**config.mk**
```make
export PLATFORM = sky130hd
export DESIGN_NAME = fetch_operand_sequencer
export DESIGN_NICKNAME = d
export VERILOG_FILES = /design/src/rtl/fetch_operand_sequencer_pkg.sv /design/src/rtl/fetch_operand_sequencer.sv
export SDC_FILE = /design/constraint.sdc
export NUM_CORES = 1
export LEC_CHECK = 0
export CELL_PAD_IN_SITES_DETAIL_PLACEMENT = 1
export CELL_PAD_IN_SITES_GLOBAL_PLACEMENT = 2
export CORE_MARGIN = 5
export CORE_UTILIZATION = 25
export CTS_BUF_LIST = sky130_fd_sc_hd__clkbuf_8 sky130_fd_sc_hd__clkbuf_16
export DETAILED_ROUTE_END_ITERATION = 10
export PLACE_DENSITY = 0.92
export SLEW_MARGIN = 5
export SYNTH_ARGS = -nofsm -noshare
export SYNTH_HDL_FRONTEND = slang
export SYNTH_SLANG_ARGS = --single-unit
```
**constraint.sdc**
```tcl
create_clock -name clk -period 7.5 [get_ports clk]
set_clock_uncertainty 0.05 [all_clocks]
set_input_delay 1.125 -clock clk [delete_from_list [all_inputs] [get_ports clk]]
set_output_delay 1.125 -clock clk [all_outputs]
set_load 0.02 [all_outputs]
```
**src/rtl/fetch_operand_sequencer_pkg.sv**
```systemverilog
// Shared definitions for the fetch/operand sequencer: FSM states and the
// instruction fields that select a register-specified shift.
package fetch_operand_sequencer_pkg;

    typedef enum logic [2:0] {
        ST_IDLE,
        ST_FETCH_PC,
        ST_FETCH_INST,
        ST_READ_REGS,
        ST_SHIFT,
        ST_ISSUE
    } fos_state_t;

    localparam int unsigned IMM_BIT    = 25;
    localparam int unsigned RSHIFT_BIT = 4;

endpackage

```
**src/rtl/fetch_operand_sequencer.sv**
```systemverilog
// Multi-cycle strobe sequencer: PC read, instruction fetch, register read,
// shift + PC writeback, then an op_valid/op_ready handshake to execute.
module fetch_operand_sequencer
    import fetch_operand_sequencer_pkg::*;
#(
    parameter int unsigned ADDR_W  = 32,
    parameter int unsigned DATA_W  = 32,
    parameter int unsigned PC_STEP = 4,
    parameter int unsigned CNT_W   = 16
) (
    input  logic              clk,
    input  logic              rst,
    input  logic              start,
    input  logic              stall,
    input  logic              redirect_valid,
    input  logic [ADDR_W-1:0] redirect_pc,
    input  logic [ADDR_W-1:0] pc_data,
    input  logic [DATA_W-1:0] inst,
    input  logic              op_ready,
    output logic              rd_pc,
    output logic              rd_inst,
    output logic              rd_1,
    output logic              rd_2,
    output logic              rd_3,
    output logic              shft_en,
    output logic              wr_pc,
    output logic [ADDR_W-1:0] pc_next,
    output logic [DATA_W-1:0] inst_q,
    output logic              op_valid,
    output logic [CNT_W-1:0]  issue_count
);

    fos_state_t        state, state_nxt;
    logic [ADDR_W-1:0] pc_q;
    logic              load_pc, load_inst, accept;

    always_ff @(posedge clk or posedge rst) begin
        if (rst) begin
            state       <= ST_IDLE;
            pc_q        <= '0;
            inst_q      <= '0;
            issue_count <= '0;
        end else begin
            state <= state_nxt;
            if (load_pc)   pc_q        <= pc_data;
            if (load_inst) inst_q      <= inst;
            if (accept)    issue_count <= issue_count + CNT_W'(1);
        end
    end

    // Outputs are gated by rst so they clear immediately, not at the next edge.
    always_comb begin
        state_nxt = state;
        load_pc   = 1'b0;
        load_inst = 1'b0;
        accept    = 1'b0;
        rd_pc     = 1'b0;
        rd_inst   = 1'b0;
        rd_1      = 1'b0;
        rd_2      = 1'b0;
        rd_3      = 1'b0;
        shft_en   = 1'b0;
        wr_pc     = 1'b0;
        pc_next   = '0;
        op_valid  = 1'b0;
        if (!rst) begin
            if (redirect_valid) begin
                wr_pc   = 1'b1;
                pc_next = redirect_pc;
                if (state != ST_IDLE)               state_nxt = ST_FETCH_PC;
                if (state == ST_ISSUE && op_ready)  accept    = 1'b1;
            end else if (stall) begin
                op_valid = (state == ST_ISSUE);
            end else begin
                unique case (state)
                    ST_IDLE: if (start) state_nxt = ST_FETCH_PC;
                    ST_FETCH_PC: begin
                        rd_pc     = 1'b1;
                        load_pc   = 1'b1;
                        state_nxt = ST_FETCH_INST;
                    end
                    ST_FETCH_INST: begin
                        rd_inst   = 1'b1;
                        load_inst = 1'b1;
                        state_nxt = ST_READ_REGS;
                    end
                    ST_READ_REGS: begin
                        rd_1      = 1'b1;
                        rd_2      = 1'b1;
                        rd_3      = !inst_q[IMM_BIT] && inst_q[RSHIFT_BIT];
                        state_nxt = ST_SHIFT;
                    end
                    ST_SHIFT: begin
                        shft_en   = 1'b1;
                        wr_pc     = 1'b1;
                        pc_next   = pc_q + ADDR_W'(PC_STEP);
                        state_nxt = ST_ISSUE;
                    end
                    ST_ISSUE: begin
                        op_valid = 1'b1;
                        if (op_ready) begin
                            accept    = 1'b1;
                            state_nxt = start ? ST_FETCH_PC : ST_IDLE;
                        end
                    end
                    default: state_nxt = ST_IDLE;
                endcase
            end
        end
    end

endmodule
```
==> results by group <==
Synthesis
  – Syn Area/Cell: 8.22 um^2
  – Register area share after synthesis: 49.2%
  – Yosys warnings: 0
  – Flops & latches, synth: 83
  – Netlist cell types: 33
  – Syn Nets: 618
  – Cell Area, Synth: 4220 um^2
  – Synth top area share: 49.2%
  – Synth top area cells: dfrtp_1 49%, nand2_1 21%, xnor2_1 4.6%
  – Cell count after synthesis: 514
  – Yosys top cell by area: dfrtp_1

Power and ir drop
  – Sw Ratio: 35.4%
  – Power per Cell Area: 256 nW/um^2
  – Clock power share: 26.1%
  – Psw: 598 uW
  – Internal: 1090 uW
  – Combinational power share: 30.2%
  – Leakage: 0.00294 uW
  – Peak VDD IR: 0.104 mV
  – Sequential power share: 43.7%

Critical path
  – Crit. End Element: output pin
  – CP Launch Point: redirect_valid
  – CP max stage cell: clkdlybuf4s50_1
  – Register-to-Register Setup Slack: 5260 ps
  – FF-to-FF path depth: 7
  – Crit-path cells: clkdlybuf4s50_1, nor4_1, nand3_1, buf_4, inv_2, clkdlybuf4s50_1
  – Critical path class: in -> out
  – Crit start category: primary input
  – Crit path required time: 6320 ps
  – R2R Path Start: state[2]$_DFFE_PP0P_
  – Cell repeated most along the worst path: clkdlybuf4s50_1
  – Worst Path Arrival: 3870 ps
  – CP max FO: 33
  – Max incr delay on CP: 710 ps
  – Reg2Reg Capture Point: pc_q[19]$_DFFE_PP0P_

Drt
  – Antenna-violating nets left: 0
  – DR vias: 4162
  – Pre-antenna DRT Iters: 4
  – Iteration-0 DRC Markers: 104
  – Via density: 4.55
  – Routed wire length: 14700 um
  – DRC: 0
  – DR WL/cell: 16.1 um

STA
  – Setup violations, final: 0
  – Unrepaired setup endpoints after global routing: no
  – Final hold violations: 0
  – Fin crit share: 67.3%
  – Least-Margin Pin Slew: 863 ps
  – Setup_tns: 0 ps
  – Final worst path period need: 5040 ps
  – Fmax: 0.198 GHz
  – Slew Limit Fails: 0
  – Slew HR: 42.3%

Clock network
  – Cts hold-fix bufs: 0
  – Post-CTS sizing: 0
  – Later-pin clock latency in the skew report: 340 ps
  – TritonCTS sink count: 83
  – CTS buffer count: 9
  – Post-CTS Setup Inserts: 0
  – Clock-pin slew on the worst setup and hold paths: 60 ps
  – CTS tree: yes
  – Clock root buffer: clkbuf_16
  – Clock Tree Buf Depth: 2
  – H-tree levels: 3

Layout
  – Most common cell after layout, fill and taps aside: nand2_1
  – Most frequent cells in the layout: 232 x nand2_1, 189 x clkdlybuf4s50_1, 83 x dfrtp_1, 32 x o21ai_0, 22 x xnor2_1
  – Final nets: 793
  – Layout cells sized above 1: 3.89%
  – FILL cells: 1943
  – ANT cells: 0
  – Synthesis-to-finish area growth: 56.2%
  – Fin area: 6600 um^2

Place
  – Port Buffer Count: 189
  – Placed Area: 6300 um^2
  – Global placer's final weighted congestion: 0.869
  – HPWL Detailed: 11400 um

Die
  – Die Y: 140 um
  – Row count: 47
  – Die outline width: 140 um
  – Die ar.: 19600 um^2
  – Core area: 16600 um^2
  – Initial core utilization: 25.5%
  – # IOs: 190

GRT
  – GRT overflow: 0
  – Vias in the first global route: 4633
  – First-pass GRT wire length: 24200 um
  – Pin count of the biggest net entering global routing: 48
  – GRT Overall Usage: 15.1%
  – Initial antenna violation count: 0

Flow run
  – Maxcap violations: 0

Min path
  – Worst hold path type: reg -> reg
  – Hold Path Sink: issue_count[15]$_DFFE_PP0P_
  – Hold Startpoint: issue_count[15]$_DFFE_PP0P_
  – Hold path depth: 1

Run status
  – Status: completed
[layout make-up]
cell class                      count  area (um^2)  area share, %
Sequential cell                    83         2080           31.5
Multi-Input combinational cell    394         2000           30.3
Timing Repair Buffer              193         1920           29.1
Tap cell                          220          275           4.17
Clock buffer                        9          225           3.41
Clock inverter                      7         70.1           1.06
Inverter                            8         31.3          0.474
[per-stage QoR]
step | hold WS [ps] | cells | util [%] | setup slack, ps | total power (uW)
after floorplan | 397 | 514 | - | 3810 | 987
final | 426 | 914 | 39.8 | 2460 | 1690
after CTS | 431 | 914 | 39.8 | 2410 | 1720
after detailed placement | 419 | 898 | 38.0 | 2410 | 1260
after global routing | 447 | 914 | 39.8 | 2250 | 1810
after global placement | 408 | 898 | 38.0 | 2580 | 1240
[synthesized netlist by cell type]
master and instances:
xor2_1 21, xnor2_1 22, nand3_1 17, buf_4 1, o21ai_1 1, nor3_1 5, nand4_1 16, or2_2 1
and3_1 7, inv_2 1, a22oi_1 1, nor3b_1 2, o21ai_0 32, nor4b_4 1, dfrtp_1 83, clkbuf_1 17
a21oi_1 2, nand3b_1 1, ha_1 2, and4_1 10, mux2_2 1, clkinv_1 1, nand3b_2 1, nand2_1 232
inv_1 6, nor2_1 6, nor4_1 2, buf_2 11, o31a_1 1, nor2b_1 3, a22o_1 3, o21ba_2 1
and2_1 3
[cells by family after synthesis]
family | after synthesis | share of synthesized area, %
fa+ha+maj | 2 | 0.592
flops | 83 | 49.2
xor+xnor | 43 | 8.92
mux | 1 | 0.267
simple gates | 307 | 31.9
compound gates | 41 | 5.39
buf+inv | 37 | 3.70
[per-layer routing]
layer	routed length, um	vias to the layer above	GRT usage (%)	part of all wire, %
met5	0	-	0	0
met4	190	0	4.44	1.3
met3	1390	18	6.17	9.5
met1	6290	1981	17.9	43
li1	-	2011	-	-
met2	6820	152	25.2	46
[state kept, by name (all words and copies together), names as in the netlist]
| name | flops |
|---|---|
| state | 3 |
| inst_q | 32 |
| pc_q | 32 |
| issue_count | 16 |
[power by group through the flow]
stage	logic, uW	clock network, uW	registers (uW)
finish	511	441	738
global route	570	477	762
CTS	522	456	738
detailed placement	519	0	742
global placement	504	0	732
floorplan	237	0	750
[worst max-delay path by stage]
| stage | to | slack (ps) | cells past startpoint |
|---|---|---|---|
| detailed placement | rd_inst | 2410 | 6 |
| finish | rd_inst | 2460 | 6 |
| floorplan | state[1]$_DFFE_PP0P_ | 3810 | 5 |
| global route | rd_inst | 2250 | 6 |
| global placement | rd_inst | 2580 | 6 |
| CTS | rd_inst | 2410 | 6 |
[critical path, delay by kind of cell]
family                 cells  cell delay (ps)
buffers and inverters      4             2010
AND/OR/NAND/NOR            2              730
Power figures use the tool's default switching activity.
==> edit: new RTL, config.mk and constraints unchanged <==
The 6 states of `fos_state_t` get a one-hot encoding in 6 bits.
--- a/src/rtl/fetch_operand_sequencer_pkg.sv
+++ b/src/rtl/fetch_operand_sequencer_pkg.sv
@@ -2,13 +2,13 @@
 // instruction fields that select a register-specified shift.
 package fetch_operand_sequencer_pkg;
 
-    typedef enum logic [2:0] {
-        ST_IDLE,
-        ST_FETCH_PC,
-        ST_FETCH_INST,
-        ST_READ_REGS,
-        ST_SHIFT,
-        ST_ISSUE
+    typedef enum logic [5:0] {
+        ST_IDLE       = 6'b000001,
+        ST_FETCH_PC   = 6'b000010,
+        ST_FETCH_INST = 6'b000100,
+        ST_READ_REGS  = 6'b001000,
+        ST_SHIFT      = 6'b010000,
+        ST_ISSUE      = 6'b100000
     } fos_state_t;
 
     localparam int unsigned IMM_BIT    = 25;
Formal check against the unedited RTL: no difference found for any inputs over 4 cycles, from zero or initial values and one cycle with rst high; so few cycles prove little.
==> edit against the original RTL <==
- routed wire length is 1.0% higher
- sequential cell count is 3 higher
- global-route usage is 0.62 points lower
- total power is 1.3% lower
- fmax is 7.0% lower
- first-iteration DRC count is 62% higher
- die area is 6.2% higher
- sequential power is 0.8% higher
- worst setup slack worse by 0.38 ns
- clock power is 2% lower
- design area is 3.5% higher
- synthesized area is 6.7% higher
- non-clock buffer count is 1 lower
- critical path type unchanged
==> edit: results (changes against the original RTL) <==
metric,value,unit,change
status,"complete, no violations",,unchanged
min_path_type,flip-flop to flip-flop,,unchanged
grt_usage,14.49,%,was 15.11%
grt_pass1_vias,4600,,"was 4,633"
r2r_cells,4,,was 7
totalWireLength,14840,um,"was 14,690 um"
final_nets,757,,was 793
worstHoldStart,issue_count[15]$_DFFE_PP0P_,,unchanged
rr_endpoint,pc_q[26]$_DFFE_PP0P_,,was pc_q[19]$_DFFE_PP0P_
max_stage_delay,0.74,ns,was 0.71 ns
drtIter0Drc,168,,was 104
synthTopCellsByArea,"dfrtp_1, nand2_1, mux2_2",,"was dfrtp_1, nand2_1, xnor2_1"
ys_types,48,,was 33
synth_common_cells,"nand2_1, dfrtp_1, mux2_2, xnor2_1, o21ai_0",,"was nand2_1, dfrtp_1, o21ai_0"
multi_input_area,2140,um^2,was 1997 um^2
synth_top_flop_cell,dfrtp_1,,unchanged
r2r-start,state[2]$_DFFE_PP0P_,,unchanged
htreeDepth,3,,unchanged
crit_path_max_fanout,38,,was 33
worst_slew_pin_slew,1.011,ns,was 0.8630 ns
peakVddDrop,99.53,uV,was 104.4 uV
whs,0.4260,ns,about the same
antenna_found_initial,0,,unchanged
drive_above_1_share,9.878,%,was 3.890%
clk_pin_slew,0.06,ns,about the same
fill_cells,2059,,"was 1,943"
cp.arrival,4.25,ns,was 3.87 ns
crit_end,rd_pc,,was rd_inst
drv_slew,0,,unchanged
r2r_slack,4.81,ns,was 5.26 ns
gp_congestion,0.7926,,was 0.8688
dpl_cell_area,6536,um^2,was 6297 um^2
synth_nets,582,,was 618
p_leak,2.886,nW,was 2.937 nW
grt_max_degree,78,,was 48
seq_area_frac_synth,47.81,%,was 49.19%
grt_pass1_wl,23900,um,"was 24,220 um"
cts_setup_buffers,0,,unchanged
slowest_stage,or4b_4,,was clkdlybuf4s50_1
via_count,4111,,"was 4,162"
dpl.hpwl,11450,um,"was 11,390 um"
-- edit: changes by cell type after synthesis, sizes merged, moves of 6 or more --
cell,unedited run,this run
xor2,21,10
nand4,16,9
xnor2,22,33
nor3,5,14
clkbuf,17,11
mux2,1,33
nand2,232,137
-- edit: layer usage --
layer	GRT usage, %	up-vias	share of wire (%)	wire length (um)
li1	-	1963	-	-
met1	16.89	1996	41	6033
met2	25.45	141	49	7272
met3	5.060	11	9.4	1396
met4	3.780	0	0.90	133
met5	0	-	0	0
-- edit: final cells by class --
type | count | area share (%)
Clock inverter | 5 | 0.5681
Inverter | 11 | 0.6231
Tap cell | 229 | 4.196
Sequential cell | 86 | 31.54
Multi-Input combinational cell | 353 | 31.34
Timing Repair Buffer | 192 | 28.04
Clock buffer | 11 | 3.702
-- edit: cell families after synthesis --
family | after synthesis | synth area share [%]
simple gates | 223 | 23.50
flops | 86 | 47.81
compound gates | 52 | 6.778
xor+xnor | 43 | 8.361
buf+inv | 39 | 4.750
mux | 33 | 8.250
fa+ha+maj | 2 | 0.5555
-- edit: report_power, final --
part / leakage [nW] / internal [mW] / switching (mW)
logic: 1.60 / 0.261 / 0.232
clock network: 0.143 / 0.245 / 0.186
registers: 1.14 / 0.595 / 0.149
-- edit: through the flow --
stage / cells / setup slack (ns)
6_report: 887 / 2.079
5_1_grt: 887 / 1.913
3_3_place_gp: 871 / 2.108
3_5_place_dp: 871 / 2.027
2_1_floorplan: 478 / 2.857
4_1_cts: 887 / 2.025
